[config.mk]
export PLATFORM = sky130hd
export DESIGN_NAME = uart_regbus_arbiter
export DESIGN_NICKNAME = d
export VERILOG_FILES = /design/src/rtl/uart_regbus_arbiter.sv
export SDC_FILE = /design/constraint.sdc
export NUM_CORES = 1
export LEC_CHECK = 0
export ABC_AREA = 1
export CAP_MARGIN = 10
export CORE_UTILIZATION = 40
export DETAILED_ROUTE_END_ITERATION = 6
export PLACE_DENSITY = 0.76
export SYNTH_ARGS = -nofsm -noshare
export SYNTH_HDL_FRONTEND = slang
export SYNTH_SLANG_ARGS = --single-unit
[constraint.sdc]
create_clock -name s_axi_aclk -period 1.4 [get_ports s_axi_aclk]
set_input_delay 0.42 -clock s_axi_aclk [delete_from_list [all_inputs] [get_ports s_axi_aclk]]
set_output_delay 0.42 -clock s_axi_aclk [all_outputs]
set_load 0.02 [all_outputs]
[src/rtl/uart_regbus_arbiter.sv]
// Round-robin arbiter sharing the UART register port between an AXI-Lite bridge (M0)
// and an internal feeder (M1); one access in flight, req/ack handshake per master.
module uart_regbus_arbiter #(
   parameter int unsigned ADDR_WIDTH = 5,
   parameter int unsigned DATA_WIDTH = 8,
   parameter int unsigned RD_LATENCY = 1
) (
   input  logic                  s_axi_aclk,
   input  logic                  s_axi_aresetn,
   input  logic                  m0_req,
   input  logic                  m0_wr,
   input  logic [ADDR_WIDTH-1:0] m0_addr,
   input  logic [DATA_WIDTH-1:0] m0_wdata,
   output logic                  m0_ack,
   output logic [DATA_WIDTH-1:0] m0_rdata,
   input  logic                  m1_req,
   input  logic                  m1_wr,
   input  logic [ADDR_WIDTH-1:0] m1_addr,
   input  logic [DATA_WIDTH-1:0] m1_wdata,
   output logic                  m1_ack,
   output logic [DATA_WIDTH-1:0] m1_rdata,
   output logic [ADDR_WIDTH-1:0] uart_addr,
   output logic                  uart_re,
   output logic                  uart_we,
   output logic [DATA_WIDTH-1:0] uart_wdata,
   input  logic [DATA_WIDTH-1:0] uart_rdata,
   output logic                  busy,
   output logic                  grant
);

   localparam logic [2:0] RD_LAT_CNT = 3'(RD_LATENCY);

   typedef enum logic [1:0] {
      IDLE,
      ISSUE,
      WAIT,
      ACK
   } state_t;

   state_t                  state;
   logic                    last_grant;
   logic                    lat_wr;
   logic [2:0]              cnt;

   logic                    any_req;
   logic                    pick;
   logic                    sel_wr;
   logic [ADDR_WIDTH-1:0]   sel_addr;
   logic [DATA_WIDTH-1:0]   sel_wdata;

   // With both requesting, the master that did not own the previous access wins.
   always_comb begin
      any_req = m0_req | m1_req;
      pick    = 1'b0;
      if (m0_req && m1_req) begin
         pick = ~last_grant;
      end else if (m1_req) begin
         pick = 1'b1;
      end
      sel_wr    = pick ? m1_wr    : m0_wr;
      sel_addr  = pick ? m1_addr  : m0_addr;
      sel_wdata = pick ? m1_wdata : m0_wdata;
   end

   always_ff @(posedge s_axi_aclk or negedge s_axi_aresetn) begin
      if (!s_axi_aresetn) begin
         state      <= IDLE;
         last_grant <= 1'b1;
         lat_wr     <= 1'b0;
         cnt        <= '0;
         grant      <= 1'b0;
         busy       <= 1'b0;
         uart_addr  <= '0;
         uart_re    <= 1'b0;
         uart_we    <= 1'b0;
         uart_wdata <= '0;
         m0_ack     <= 1'b0;
         m1_ack     <= 1'b0;
         m0_rdata   <= '0;
         m1_rdata   <= '0;
      end else begin
         m0_ack <= 1'b0;
         m1_ack <= 1'b0;
         case (state)
            IDLE: begin
               if (any_req) begin
                  grant      <= pick;
                  busy       <= 1'b1;
                  lat_wr     <= sel_wr;
                  uart_addr  <= sel_addr;
                  uart_we    <= sel_wr;
                  uart_re    <= ~sel_wr;
                  uart_wdata <= sel_wr ? sel_wdata : '0;
                  state      <= ISSUE;
               end
            end
            ISSUE: begin
               uart_we    <= 1'b0;
               uart_re    <= 1'b0;
               uart_wdata <= '0;
               if (lat_wr || RD_LATENCY == 0) begin
                  uart_addr <= '0;
                  if (grant) begin
                     m1_ack <= 1'b1;
                  end else begin
                     m0_ack <= 1'b1;
                  end
                  if (!lat_wr) begin
                     if (grant) begin
                        m1_rdata <= uart_rdata;
                     end else begin
                        m0_rdata <= uart_rdata;
                     end
                  end
                  state <= ACK;
               end else begin
                  cnt   <= RD_LAT_CNT;
                  state <= WAIT;
               end
            end
            WAIT: begin
               cnt <= cnt - 3'd1;
               // Data is valid exactly RD_LATENCY cycles after the re strobe.
               if (cnt == 3'd1) begin
                  uart_addr <= '0;
                  if (grant) begin
                     m1_ack   <= 1'b1;
                     m1_rdata <= uart_rdata;
                  end else begin
                     m0_ack   <= 1'b1;
                     m0_rdata <= uart_rdata;
                  end
                  state <= ACK;
               end
            end
            ACK: begin
               last_grant <= grant;
               busy       <= 1'b0;
               state      <= IDLE;
            end
            default: begin
               state <= IDLE;
            end
         endcase
      end
   end

endmodule

## Yosys cells after proc, flatten, opt, wreduce, memory -nomap -nowiden

Index checks and enable logic that the tools add are counted.

| cells by class | value |
|---|---|
| add/subtract/negate cells | 1 |
| equal/unequal tests | 8 |
| multiplexer cells | 32 |
| bitwise gates (word level) | 4 |
| reduce and logical (&&, ||, !) cells | 14 |

Operators by type and width:

| kind | number |
|---|---|
| two-way mux 8 bit | 3 |
| two-way mux 5 bit | 4 |
| case mux 8 bit (2 select lines) | 1 |
| case mux 5 bit (3 select lines) | 1 |
| two-way mux 1 bit | 13 |
| case mux 1 bit (2 select lines) | 5 |
| AND reduction 2 bit | 5 |
| inequality test 2 bit (second input constant) | 4 |
| case mux 2 bit (4 select lines) | 1 |
| case mux 3 bit (2 select lines) | 1 |
| AND reduction 3 bit | 2 |
| nonzero test 2 bit | 3 |
| == test 2 bit (second input constant) | 2 |
| two-way mux 2 bit | 2 |
| AND reduction 4 bit | 1 |
| == test 3 x 1 -> 1 bit (second input constant) | 1 |
| two-way mux 3 bit | 1 |
| NOT 1 bit | 3 |
| nonzero test 3 bit | 1 |
| subtractor 3 x 1 -> 3 bit (second input constant) | 1 |
| == test 2 x 1 -> 1 bit (second input constant) | 1 |
| zero test 2 bit | 1 |
| logical AND 1 bit | 1 |
| OR 1 bit | 1 |

| word-level totals | value |
|---|---|
| register bits after elaboration | 42 |
| output and inout port bits | 35 |

## Logic depth before layout (Yosys ltp)

Gate-level depths: netlist of run 1.

| logic depth | value |
|---|---|
| depth in word-level cells | 6 |
| mapped depth | 8 |

## Least setup slack after synthesis of run 1

OpenSTA, ideal clock, no wires.

| timing path | value |
|---|---|
| path kind | register -> register |
| start | register state[0] |
| end | register m1_rdata[2] |
| setup time | 0.121 ns |
| arrival time | 1.209 ns |
| required time | 1.279 ns |
| setup slack | 0.070 ns |
| cell stages (with the launch flop) | 7 |
| buffers on the path | 1 |
| cells stage by stage | dfrtp_1 > inv_1 > ha_1 > nand3_2 > buf_2 > nand2_1 > o21ai_1 |

| on the way | value |
|---|---|
| cells in the longest elaborated chain, start to end | 2 |

RTL lines:

| item | RTL line | source |
|---|---|---|
| start: declaration | 40 | `state_t state;` |
| start signal: assignment | 67 | `state <= IDLE;` |
| start signal: assignment | 94 | `state <= ISSUE;` |
| start signal: assignment | 115 | `state <= ACK;` |
| == test 2 bit | 84 | `case (state)` |
| AND reduction 3 bit (no line) | n/a |  |
| end signal: assignment | 110 | `m1_rdata <= uart_rdata;` |
| end signal: assignment | 128 | `m1_rdata <= uart_rdata;` |
| end: declaration | 21 | `output logic [DATA_WIDTH-1:0] m1_rdata,` |

No other way between the ends.
A chain may end at the register's enable or synchronous reset.

## Worst setup path after layout of run 1

| timing path | value |
|---|---|
| start | register state[0] |
| end | register state[0] |

| on the way | value |
|---|---|
| cells in the longest elaborated chain, start to end | 3 |
| elaborated cells between the ends (all ways) | 8 |

RTL lines:

| item | RTL line |
|---|---|
| == test 2 bit or zero test 2 bit (tied branches) | 84 |
| inequality test 2 bit (no line) | n/a |
| AND reduction 2 bit (no line) | n/a |

Parallel ways exist; a longest one is shown, timed or not.

==> flow_summary.yaml, run 1 <==
clock_tree:
  cts_buffers: 5
  cts.clk_slew.worst_paths_ns: 0.09
  clk_latency_ns: 0.29
  max-clock-path-buffers: 2
  cts_tree: "yes"
  cts_hold_buffers: 0
  htreeDepth: 2
  cts_sinks: 42
  clockRootBuffer: "clkbuf_8"
critical_path:
  crit_path_max_fanout: 4
  cp.arrival_ns: 1.65
  rr_worst_depth: 7
  critPathLaunchType: "register"
  r2r_slack_ns: -0.05
  timing.rr.start: "state[0]$_DFFE_PN0P_"
  end_kind: "register"
  worstSetupPathType: "reg -> reg"
  cp_data_required_time_ns: 1.61
  r2r_end: "state[0]$_DFFE_PN0P_"
grt:
  overflow: 0
  grt_pass1_vias: 1989
  grt.total_usage_pct: 21.1
  grt_start_max_net_pins: 28
  antenna_found_initial: 0
  grt_pass1_wl_um: 8500
detailed_routing:
  drc: 0
  routed_wirelength_um: 5570
  routedWlPerCell_um: 13.7
  firstDrtPassIters: 4
  vias: 1980
  drt_iter0_drc: 110
  ant_nets: 0
  vias_per_cell: 4.88
timing:
  slew_violations: 0
  max_freq_ghz: 0.692
  fin_skew_ns: 0.00805
  finalSetupViolCount: 1
  worstMarginPinSlew_ns: 0.299
  fin_tns_setup_ns: -0.0453
  hold_violations: 0
  maxSlewHeadroom_pct: 80.1
  fin_crit_ns: 1.45
  setup_ws_ns: -0.0453
  post-route-period-util_pct: 103
status:
  run_status: "finished with violations"
  violations: "negative setup slack"
synth:
  synthFlopType: "dfrtp_1"
  synth_area_leaders: "dfrtp_1 51%, nand2_1 14%, nand3_1 9.0%"
  synth.most_common_cell: "nand2_1"
  synth_top_area_share_pct: 51.2
  avgSynthCellArea_um2: 8.49
  ys_ff_latch: 42
  synth_common_cells: "74 x nand2_1, 41 x dfrtp_1, 36 x nand3_1, 27 x o21ai_1, 21 x inv_1"
  synth_nets: 283
  synthCells: 236
  async_flop_share_pct: 100
  ys_types: 22
  seq_area_frac_synth_pct: 52.5
  ys.warnings.count: 0
  synth_enable_flop_cells: 0
  yosysTopAreaCell: "dfrtp_1"
  netlist_area_um2: 2000
power:
  power_density_nw_per_um2: 2260
  p_leak_uw: 0.00163
  peakVddDrop_uv: 1320
floorplan:
  dieArea_um2: 5300
  io_pins: 75
  die_h_um: 72.8
  rows: 25
  start_util_pct: 41.9
  core_area_um2: 4790
  die_w_um: 72.8
run:
  drv_cap: 0
placed_design:
  numPortBuffers: 74
  hpwl_um: 3770
  post-place-ws_ns: -0.350
  place.gp.congestion: 0.770
cells_and_area:
  multi_input_area_um2: 931
  diodes: 0
  finalNetCount: 385
  syn_to_final_growth_pct: 59.2
  drive_gt1_share_pct: 28.6
  final-seq-area_um2: 1050
  fill_cells: 419
hold_path:
  hold_path_class: "in -> async"
critical path, cell delays in order, from the launching register on:
cell	delay, ns
dfrtp_2	0.47
inv_4	0.11
ha_4	0.17
nand3_4	0.12
buf_4	0.17
nand3_1	0.12
nand2_1	0.08
o21ai_1	0.12
flip-flops by register name (all words and copies together) (netlist names):
| name | flops |
|---|---|
| m1_ack | 1 |
| grant | 1 |
| last_grant | 1 |
| lat_wr | 1 |
| busy | 1 |
| uart_we | 1 |
| uart_addr | 5 |
| uart_wdata | 8 |
| cnt | 3 |
| m1_rdata | 8 |
| uart_re | 1 |
| m0_rdata | 8 |
| state | 2 |
| m0_ack | 1 |
cell usage in the layout, fill, tap and decap left out, types with 2 or more instances in the layout:
cell / instances
clkbuf_8: 5
clkbuf_2: 18
inv_2: 4
a21oi_1: 2
nand2_1: 71
buf_12: 6
nor2_1: 3
nand3_4: 3
dlygate4sd2_1: 2
buf_6: 3
dfrtp_2: 2
inv_1: 18
dfrtp_1: 39
buf_2: 10
nand2_4: 2
ha_1: 3
nand3_2: 2
clkdlybuf4s15_2: 7
clkdlybuf4s50_1: 36
ha_4: 4
nand3_1: 35
bufinv_16: 2
nand2_2: 5
buf_4: 18
o21ai_0: 2
o21ai_1: 27
stage by stage:
stage | std cells | util [%] | power (µW) | area [µm²] | hold WS, ns
2_1_floorplan | 236 | - | 4160 | 2000 | 0.124
3_3_place_gp | 395 | 63.5 | 5820 | 3040 | 0.405
3_5_place_dp | 395 | 63.5 | 5930 | 3040 | 0.411
4_1_cts | 404 | 67.3 | 7050 | 3220 | 0.0877
5_1_grt | 406 | 66.7 | 7780 | 3190 | 0.0815
6_report | 406 | 66.7 | 7220 | 3190 | 0.0902
metal layers:
| layer | GRT usage [%] | vias to the layer above | share of wire (%) |
|---|---|---|---|
| li1 | - | 971 | - |
| met1 | 22.6 | 922 | 39 |
| met2 | 39.8 | 79 | 52 |
| met3 | 6.35 | 8 | 8.2 |
| met4 | 5.66 | 0 | 0.84 |
| met5 | 0 | - | 0 |
cells by family (layout without fill, tap and decap cells):
logic type	after synthesis	after routing	synth area share (%)
xor gates and xnor gates	1	1	0.437
buffers and inverters	30	132	6.62
adders and majority gates	7	7	4.37
and+or+nand+nor	121	122	27.0
AOI/OAI and AO/OA	35	35	9.11
DFF	42	42	52.5
worst max path at each step:
stage	from	end	slack, ns	cells after the start
3_3_place_gp	m1_req	uart_addr[4]$_DFFE_PN0P_	-0.30	7
6_report	state[0]$_DFFE_PN0P_	state[0]$_DFFE_PN0P_	-0.05	7
3_5_place_dp	m1_req	uart_addr[2]$_DFFE_PN0P_	-0.35	7
4_1_cts	uart_we$_DFFE_PN0P_	uart_we	-0.03	1
2_1_floorplan	state[0]$_DFFE_PN0P_	m1_rdata[2]$_DFFE_PN0P_	0.07	6
5_1_grt	state[0]$_DFFE_PN0P_	state[0]$_DFFE_PN0P_	-0.14	7
final cells by class:
| type | count | share of cell area, % |
|---|---|---|
| clock buffers | 5 | 2.16 |
| inverters | 23 | 2.78 |
| well taps | 67 | 2.63 |
| clock inverters | 3 | 2.16 |
| flip-flops and latches | 42 | 33.0 |
| repair buffers | 101 | 28.1 |
| multi-input cells | 165 | 29.2 |
power breakdown:
| part | switching (µW) | internal [µW] | total [µW] |
|---|---|---|---|
| registers | 372 | 1790 | 2170 |
| clock network | 434 | 715 | 1150 |
| logic | 2310 | 1600 | 3910 |
| total | 3110 | 4110 | 7220 |
timing repair:
action | 4_1_cts | 5_1_grt
pin swaps | 0 | 4
endpoints found under the hold margin | 0 | 0
cloned | 0 | 1
buffers inserted | 1 | 1
resized for setup | 94 | 48
setup endpoints to repair | 51 | 62
Note: power is estimated with default switching activity, not from simulation.
==> run 2, diff against run 1 <==
--- a/config.mk
+++ b/config.mk
@@ -8,6 +8,7 @@
 export ABC_AREA = 1
 export CAP_MARGIN = 10
 export CORE_UTILIZATION = 40
+export CTS_CLUSTER_DIAMETER = 60
 export DETAILED_ROUTE_END_ITERATION = 6
 export PLACE_DENSITY = 0.76
 export SYNTH_ARGS = -nofsm -noshare
==> results of run 2 <==
The final DEF is identical to that of run 1; final timing and power are the same.
